===== src/rtl/seq_chk_sata.sv =====
// Incrementing-pattern checker for SATA test-data streams: locks onto a ramp of
// constant STEP, then flags, counts and captures sequence breaks.
module seq_chk_sata #(
  parameter int DATA_W    = 8,
  parameter int STEP      = 1,
  parameter int LOCK_CNT  = 2,
  parameter int LOSS_CNT  = 4,
  parameter int ERR_CNT_W = 16
) (
  input  logic                 clk,
  input  logic                 RST,
  input  logic                 clr,
  input  logic [DATA_W-1:0]    data_in,
  input  logic                 ack,
  output logic                 locked,
  output logic                 err,
  output logic [ERR_CNT_W-1:0] err_cnt,
  output logic                 first_err_vld,
  output logic [DATA_W-1:0]    first_err_exp,
  output logic [DATA_W-1:0]    first_err_got
);
  localparam int RUN_W  = $clog2(LOCK_CNT + 1);
  localparam int MISS_W = $clog2(LOSS_CNT + 1);

  typedef enum logic {SEARCH, LOCKED} state_t;

  state_t                state, state_nxt;
  logic                  have_prev, have_prev_nxt;
  logic [RUN_W-1:0]      run, run_nxt;
  logic [MISS_W-1:0]     miss, miss_nxt;
  logic [DATA_W-1:0]     exp, exp_nxt;
  logic                  err_nxt;
  logic [ERR_CNT_W-1:0]  err_cnt_nxt;
  logic                  fv_nxt;
  logic [DATA_W-1:0]     fe_nxt, fg_nxt;

  always_ff @(posedge clk or posedge RST) begin
    if (RST) begin
      state         <= SEARCH;
      have_prev     <= 1'b0;
      run           <= '0;
      miss          <= '0;
      exp           <= '0;
      err           <= 1'b0;
      err_cnt       <= '0;
      first_err_vld <= 1'b0;
      first_err_exp <= '0;
      first_err_got <= '0;
    end else begin
      state         <= state_nxt;
      have_prev     <= have_prev_nxt;
      run           <= run_nxt;
      miss          <= miss_nxt;
      exp           <= exp_nxt;
      err           <= err_nxt;
      err_cnt       <= err_cnt_nxt;
      first_err_vld <= fv_nxt;
      first_err_exp <= fe_nxt;
      first_err_got <= fg_nxt;
    end
  end

  always_comb begin
    state_nxt     = state;
    have_prev_nxt = have_prev;
    run_nxt       = run;
    miss_nxt      = miss;
    exp_nxt       = exp;
    err_nxt       = 1'b0;
    err_cnt_nxt   = err_cnt;
    fv_nxt        = first_err_vld;
    fe_nxt        = first_err_exp;
    fg_nxt        = first_err_got;
    if (clr) begin
      // clr beats a simultaneous ack: the word is dropped
      state_nxt     = SEARCH;
      have_prev_nxt = 1'b0;
      run_nxt       = '0;
      miss_nxt      = '0;
      err_cnt_nxt   = '0;
      fv_nxt        = 1'b0;
      fe_nxt        = '0;
      fg_nxt        = '0;
    end else if (ack) begin
      // exp always tracks the received word, so a glitch resyncs immediately
      exp_nxt = data_in + DATA_W'(STEP);
      case (state)
        SEARCH: begin
          if (!have_prev) begin
            have_prev_nxt = 1'b1;
            run_nxt       = '0;
          end else if (data_in == exp) begin
            run_nxt = run + RUN_W'(1);
            if (run_nxt == RUN_W'(LOCK_CNT)) begin
              state_nxt = LOCKED;
              miss_nxt  = '0;
            end
          end else begin
            run_nxt = '0;
          end
        end
        LOCKED: begin
          if (data_in == exp) begin
            miss_nxt = '0;
          end else begin
            err_nxt  = 1'b1;
            if (err_cnt != '1) err_cnt_nxt = err_cnt + ERR_CNT_W'(1);
            miss_nxt = miss + MISS_W'(1);
            if (!first_err_vld) begin
              fv_nxt = 1'b1;
              fe_nxt = exp;
              fg_nxt = data_in;
            end
            if (miss_nxt == MISS_W'(LOSS_CNT)) begin
              state_nxt = SEARCH;
              run_nxt   = '0;
            end
          end
        end
        default: state_nxt = SEARCH;
      endcase
    end
  end

  assign locked = (state == LOCKED);
endmodule


===== config.mk =====
export PLATFORM = sky130hd
export DESIGN_NAME = seq_chk_sata
export DESIGN_NICKNAME = d
export VERILOG_FILES = /design/src/rtl/seq_chk_sata.sv
export SDC_FILE = /design/constraint.sdc
export NUM_CORES = 1
export LEC_CHECK = 0
export BUFFER_PORTS_ARGS = -buffer_cell sky130_fd_sc_hd__buf_2
export CORE_MARGIN = 2
export CORE_UTILIZATION = 43
export CTS_BUF_LIST = sky130_fd_sc_hd__clkbuf_4 sky130_fd_sc_hd__clkbuf_8 sky130_fd_sc_hd__clkbuf_16
export CTS_CLUSTER_SIZE = 28
export DETAILED_ROUTE_END_ITERATION = 16
export PLACE_DENSITY = 0.64
export SYNTH_ARGS = -nofsm -noshare
export SYNTH_HDL_FRONTEND = slang
export SYNTH_SLANG_ARGS = --single-unit

===== constraint.sdc =====
create_clock -name clk -period 1.75 [get_ports clk]
set_input_delay 0.0875 -clock clk [delete_from_list [all_inputs] [get_ports clk]]
set_output_delay 0.0875 -clock clk [all_outputs]
set_load 0.005 [all_outputs]

# == Word-level counts from Yosys, hierarchy flattened ==
# Index checks and enable logic that the tools add are counted.
# word_totals
regBits,49
input_bits,12
out_inout_bits,35
elab_cells,86
# op_classes
n_addsub,4
eq_ne,12
muxes,48
n_bitwise,2
reduce_logical,10
# ops
cell,count
16-bit two-way mux,5
8-bit two-way mux,10
1-bit two-way mux,18
3-bit two-way mux,6
16-bit by 1-bit adder with 16-bit output (second input constant),1
16-bit inequality test (second input constant),1
2-bit two-way mux,6
3-bit inequality test (second input constant),4
4-bit AND reduction,3
8-bit by 1-bit adder with 8-bit output (second input constant),1
8-bit == test,1
2-bit inequality test (second input constant),3
3-bit case mux with 2 select lines,1
3-bit AND reduction,2
2-bit nonzero test,3
2-bit case mux with 2 select lines,1
2-bit AND reduction,2
3-bit by 1-bit adder with 3-bit output (second input constant),1
3-bit == test (second input constant),1
3-bit by 2-bit inequality test with 1-bit output (second input constant),1
2-bit by 1-bit adder with 2-bit output (second input constant),1
2-bit == test (second input constant),1
1-bit inverter,2
1-bit case mux with 2 select lines,1

# == Longest topological paths before layout ==
# logic_depth
ltp_word,8
depth_mapped,9

# == Worst setup path after synthesis ==
# OpenSTA, ideal clock, no wires.
# synth_timing
kind,register to register
startpoint,reg err_cnt[0]
endpoint,reg err_cnt[5]
setup_ns,0.078
t_arrival_ns,1.858
t_required_ns,1.672
path_slack_ns,-0.186
path_stages_with_launch,9
cell_sequence,dfrtp_1 -> ha_1 -> nand3_1 -> nor2_1 -> and3_1 -> buf_2 -> buf_6 -> or4_1 -> a21oi_1
# synth_via
elab_chain_cells,6
word_cells_on_any_way,9
# synth_lines
element,line_no,source
start: declaration,17,"output logic [ERR_CNT_W-1:0] err_cnt,"
start signal: assignment,56,err_cnt <= err_cnt_nxt;
16-bit by 1-bit adder with 16-bit output,107,if (err_cnt != '1) err_cnt_nxt = err_cnt + ERR_CNT_W'(1);
16-bit two-way mux,107,
16-bit two-way mux,103,if (data_in == exp) begin
16-bit two-way mux,87,case (state)
16-bit two-way mux,84,end else if (ack) begin
16-bit two-way mux,74,if (clr) begin
# Parallel ways exist; a longest one is shown, timed or not. The select of a mux whose other input is x is not followed.
# A chain may end at the register's enable or synchronous reset.

# == Worst setup path after layout ==
# layout_timing
startpoint,reg exp[2]
endpoint,reg err_cnt[13]
# layout_via
elab_chain_cells,3
# layout_lines
element,line_no,source
start: declaration,31,"logic [DATA_W-1:0] exp, exp_nxt;"
start signal: assignment,54,exp <= exp_nxt;
8-bit == test,103,
2-bit inequality test (no source line),-,
4-bit AND reduction (no source line),-,
# No other way between the ends.

==> out/results.txt <==
outcome = complete, but fails checks
violated checks = setup timing
Slew Limit Fails = 0
final worst setup slack = -0.02316 ns
Max IR drop VDD = 0.3623 mV
H-Tree Depth = 2
Clock Latency Late Sink = 0.31 ns
diode count = 0
vias in the first global route = 2131
Die Y = 80.61 um
Non-Filler Instances = 406
Total Die Area = 0.006498 mm^2
detailed-route wire length = 6125 um
largest fanout on the critical path = 15
Final GP Congestion = 0.7858
Nets = 351
Startpoint Class = register
post-synthesis compound-gate area fraction = 12.15%
Multi-input gate area = 0.001399 mm^2
number of synthesized flops with an enable pin = 0
post-synthesis simple-gate area fraction = 19.53%
Arr. time, crit path = 2.02 ns
Mapped Cells = 245
XOR/XNOR share of the synthesized area = 5.206%
fill count = 471
antenna-violating nets left = 0
asr flop ratio synth = 100.0%
initial antenna violation count = 0
Fin. Hold Viols = 0
f_max = 564.0 MHz
min Tclk post-route = 1.773 ns
Syn Area/Cell = 10.30 um^2
Num CTS Buffers = 5
Setup violations, final = 4
post-synth top area cell = dfrtp_1
crit path cell chain = xor2_2 -> nor4_4 -> a21o_1 -> buf_6 -> or4_1 -> a21oi_2
global-route wire length before repair = 10350 um
post-CTS setup buffer count = 0
Tcrit/Tclk final = 101.3%
slew margin rel. = 58.32%
drt pass-1 iters = 4
Congestion Overflow GR = 0
FF-to-FF setup slack = -0.02 ns
most common cell after layout, fill and taps aside = dfrtp_1
Max Cap Viol = 0
Inst Count DP = 398
Power Density = 647.5 mW/mm^2
RSZ-0062 raised after global routing = yes
DP HPWL = 4437 um
I/O pins = 47
Clock Tree Root = clkbuf_8
TritonCTS clock tree = built
main flop type after synthesis = dfrtp_1
maximum root-to-sink buffer count = 2
Via density = 5.392
most frequent cells in the layout = 49 x dfrtp_1, 46 x buf_2, 42 x buf_4
Slew @ Worst Pin = 0.6251 ns
Crit Path Class = register to register
setup_tns = -0.04912 ns
Vias = 2189
leakage = 1.607 nW
Synth Area in Adders = 2.479%
DRC viols = 0
largest net degree at the start of global routing = 50
largest family of logic cells by synthesized area = simple AND/OR/NAND/NOR gates
Area contributors post-synth = dfrtp_1 49%, mux2i_1 7.5%, xor2_1 4.5%, nor2_1 4.2%, or4_1 3.3%
GRT Resource Usage Total = 20.86%
CP peak stage delay = 0.52 ns
CP max-delay cell = or4_1
DP Worst Slack = -0.1294 ns
critical path required time = 1.99 ns
CP endpoint kind = register
register bit count reported by yosys = 49
Rows = 27
share of the yosys chip area belonging to registers = 48.59%
Iteration-0 DRC Markers = 84
syn_nets = 262
Post-Syn Area = 0.002524 mm^2
drt wl/cell = 15.09 um
HP Class = input pin to register
share of cells above drive strength 1 = 41.92%
die width = 80.61 um
Register Area = 0.001226 mm^2
Yosys top cell area share = 48.59%
clock-pin slew on the worst setup and hold paths = 0.09 ns
Synth Warn # = 0
Yosys cell types = 41
Initial Util = 45.27%
PortBufs = 46
clock skew = 0.009387 ns
core area = 0.005574 mm^2
CTS Sinks = 49
P&R area growth vs syn = 37.93%
mux cell area share after synthesis = 8.428%
-- flip-flops by register name, summed over array words and instances, names as in the netlist --
| signal | count |
|---|---|
| err_cnt | 16 |
| run | 2 |
| first_err_got | 8 |
| first_err_exp | 8 |
| miss | 3 |
| first_err_vld | 1 |
| exp | 8 |
| have_prev | 1 |
| locked | 1 |
| err | 1 |
-- synthesized netlist by cell type, types with 3 or more instances --
master    instances
nand3_1          10
clkbuf_1          7
or4_1            11
nand2b_1          6
mux2i_1          19
and3_1            4
a41oi_1           3
inv_1             5
xor2_1           13
o21ai_0          11
ha_1              5
a21oi_1          13
nor2b_1           3
o31ai_1          10
nand2_1          13
nor2_1           28
buf_2             4
dfrtp_1          49
-- critical path: cells and delay by family, from the launching register on --
kind                   cells  cell delay (ns)
AO/OA/AOI/OAI              2             0.37
XOR/XNOR                   1             0.18
AND/OR/NAND/NOR            2             0.59
buffers and inverters      1             0.16
flip-flops                 1             0.41
-- repair_timing --
item	in CTS	in global routing
setup endpoints to repair	22	27
resized for setup	19	18
pin swaps	14	2
endpoints found under the hold margin	49	0
hold buffers	1	0
-- layer usage --
metal | vias up | track usage (%) | wire length [um]
li1 | 1059 | - | -
met1 | 1072 | 29.15 | 2836
met2 | 48 | 32.08 | 2875
met3 | 10 | 4.045 | 289
met4 | 0 | 7.797 | 123
met5 | - | 0 | 0
-- path summary, 6_finish.rpt --
path	start	end	cells past startpoint
worst max-delay path	exp[2]	err_cnt[13]	6
max in group asynchronous	RST	first_err_got[2]	4
min in group asynchronous	RST	err_cnt[11]	4
worst min-delay path	data_in[7]	first_err_got[7]	3
worst min register to register	run[0]	run[0]	1
worst max register to register	exp[2]	err_cnt[13]	6
-- logic make-up after synthesis --
group                      Yosys count
xor gates and xnor gates            15
buffers and inverters               19
AOI/OAI and AO/OA                   46
and+or+nand+nor                     90
DFF                                 49
muxes                               21
adders and majority gates            5
-- where the power goes --
| part | internal, mW | switching [mW] | total [mW] |
|---|---|---|---|
| Sequential | 1.16 | 0.0283 | 1.19 |
| Combinational | 0.120 | 0.147 | 0.268 |
| Clock | 0.416 | 0.383 | 0.799 |
| Total | 1.70 | 0.558 | 2.25 |
-- layout make-up --
class | count | share of cell area (%)
Timing Repair Buffer | 96 | 18.48
Multi-Input combinational cell | 177 | 40.19
Clock buffer | 5 | 1.977
Clock inverter | 2 | 1.006
Tap cell | 72 | 2.588
Inverter | 5 | 0.5392
Sequential cell | 49 | 35.23
-- metrics by stage --
| stage | util [%] | cell area, um^2 | hold slack (ns) | total power [mW] |
|---|---|---|---|---|
| after floorplan | - | 2570 | 0.1992 | 1.331 |
| after global placement | 57.37 | 3198 | 0.2901 | 1.447 |
| after detailed placement | 57.37 | 3198 | 0.2916 | 1.455 |
| after CTS | 61.28 | 3416 | 0.1071 | 2.272 |
| after global routing | 62.45 | 3481 | 0.1444 | 2.341 |
| final | 62.45 | 3481 | 0.1144 | 2.254 |
Note: power is estimated with default switching activity, not from simulation.
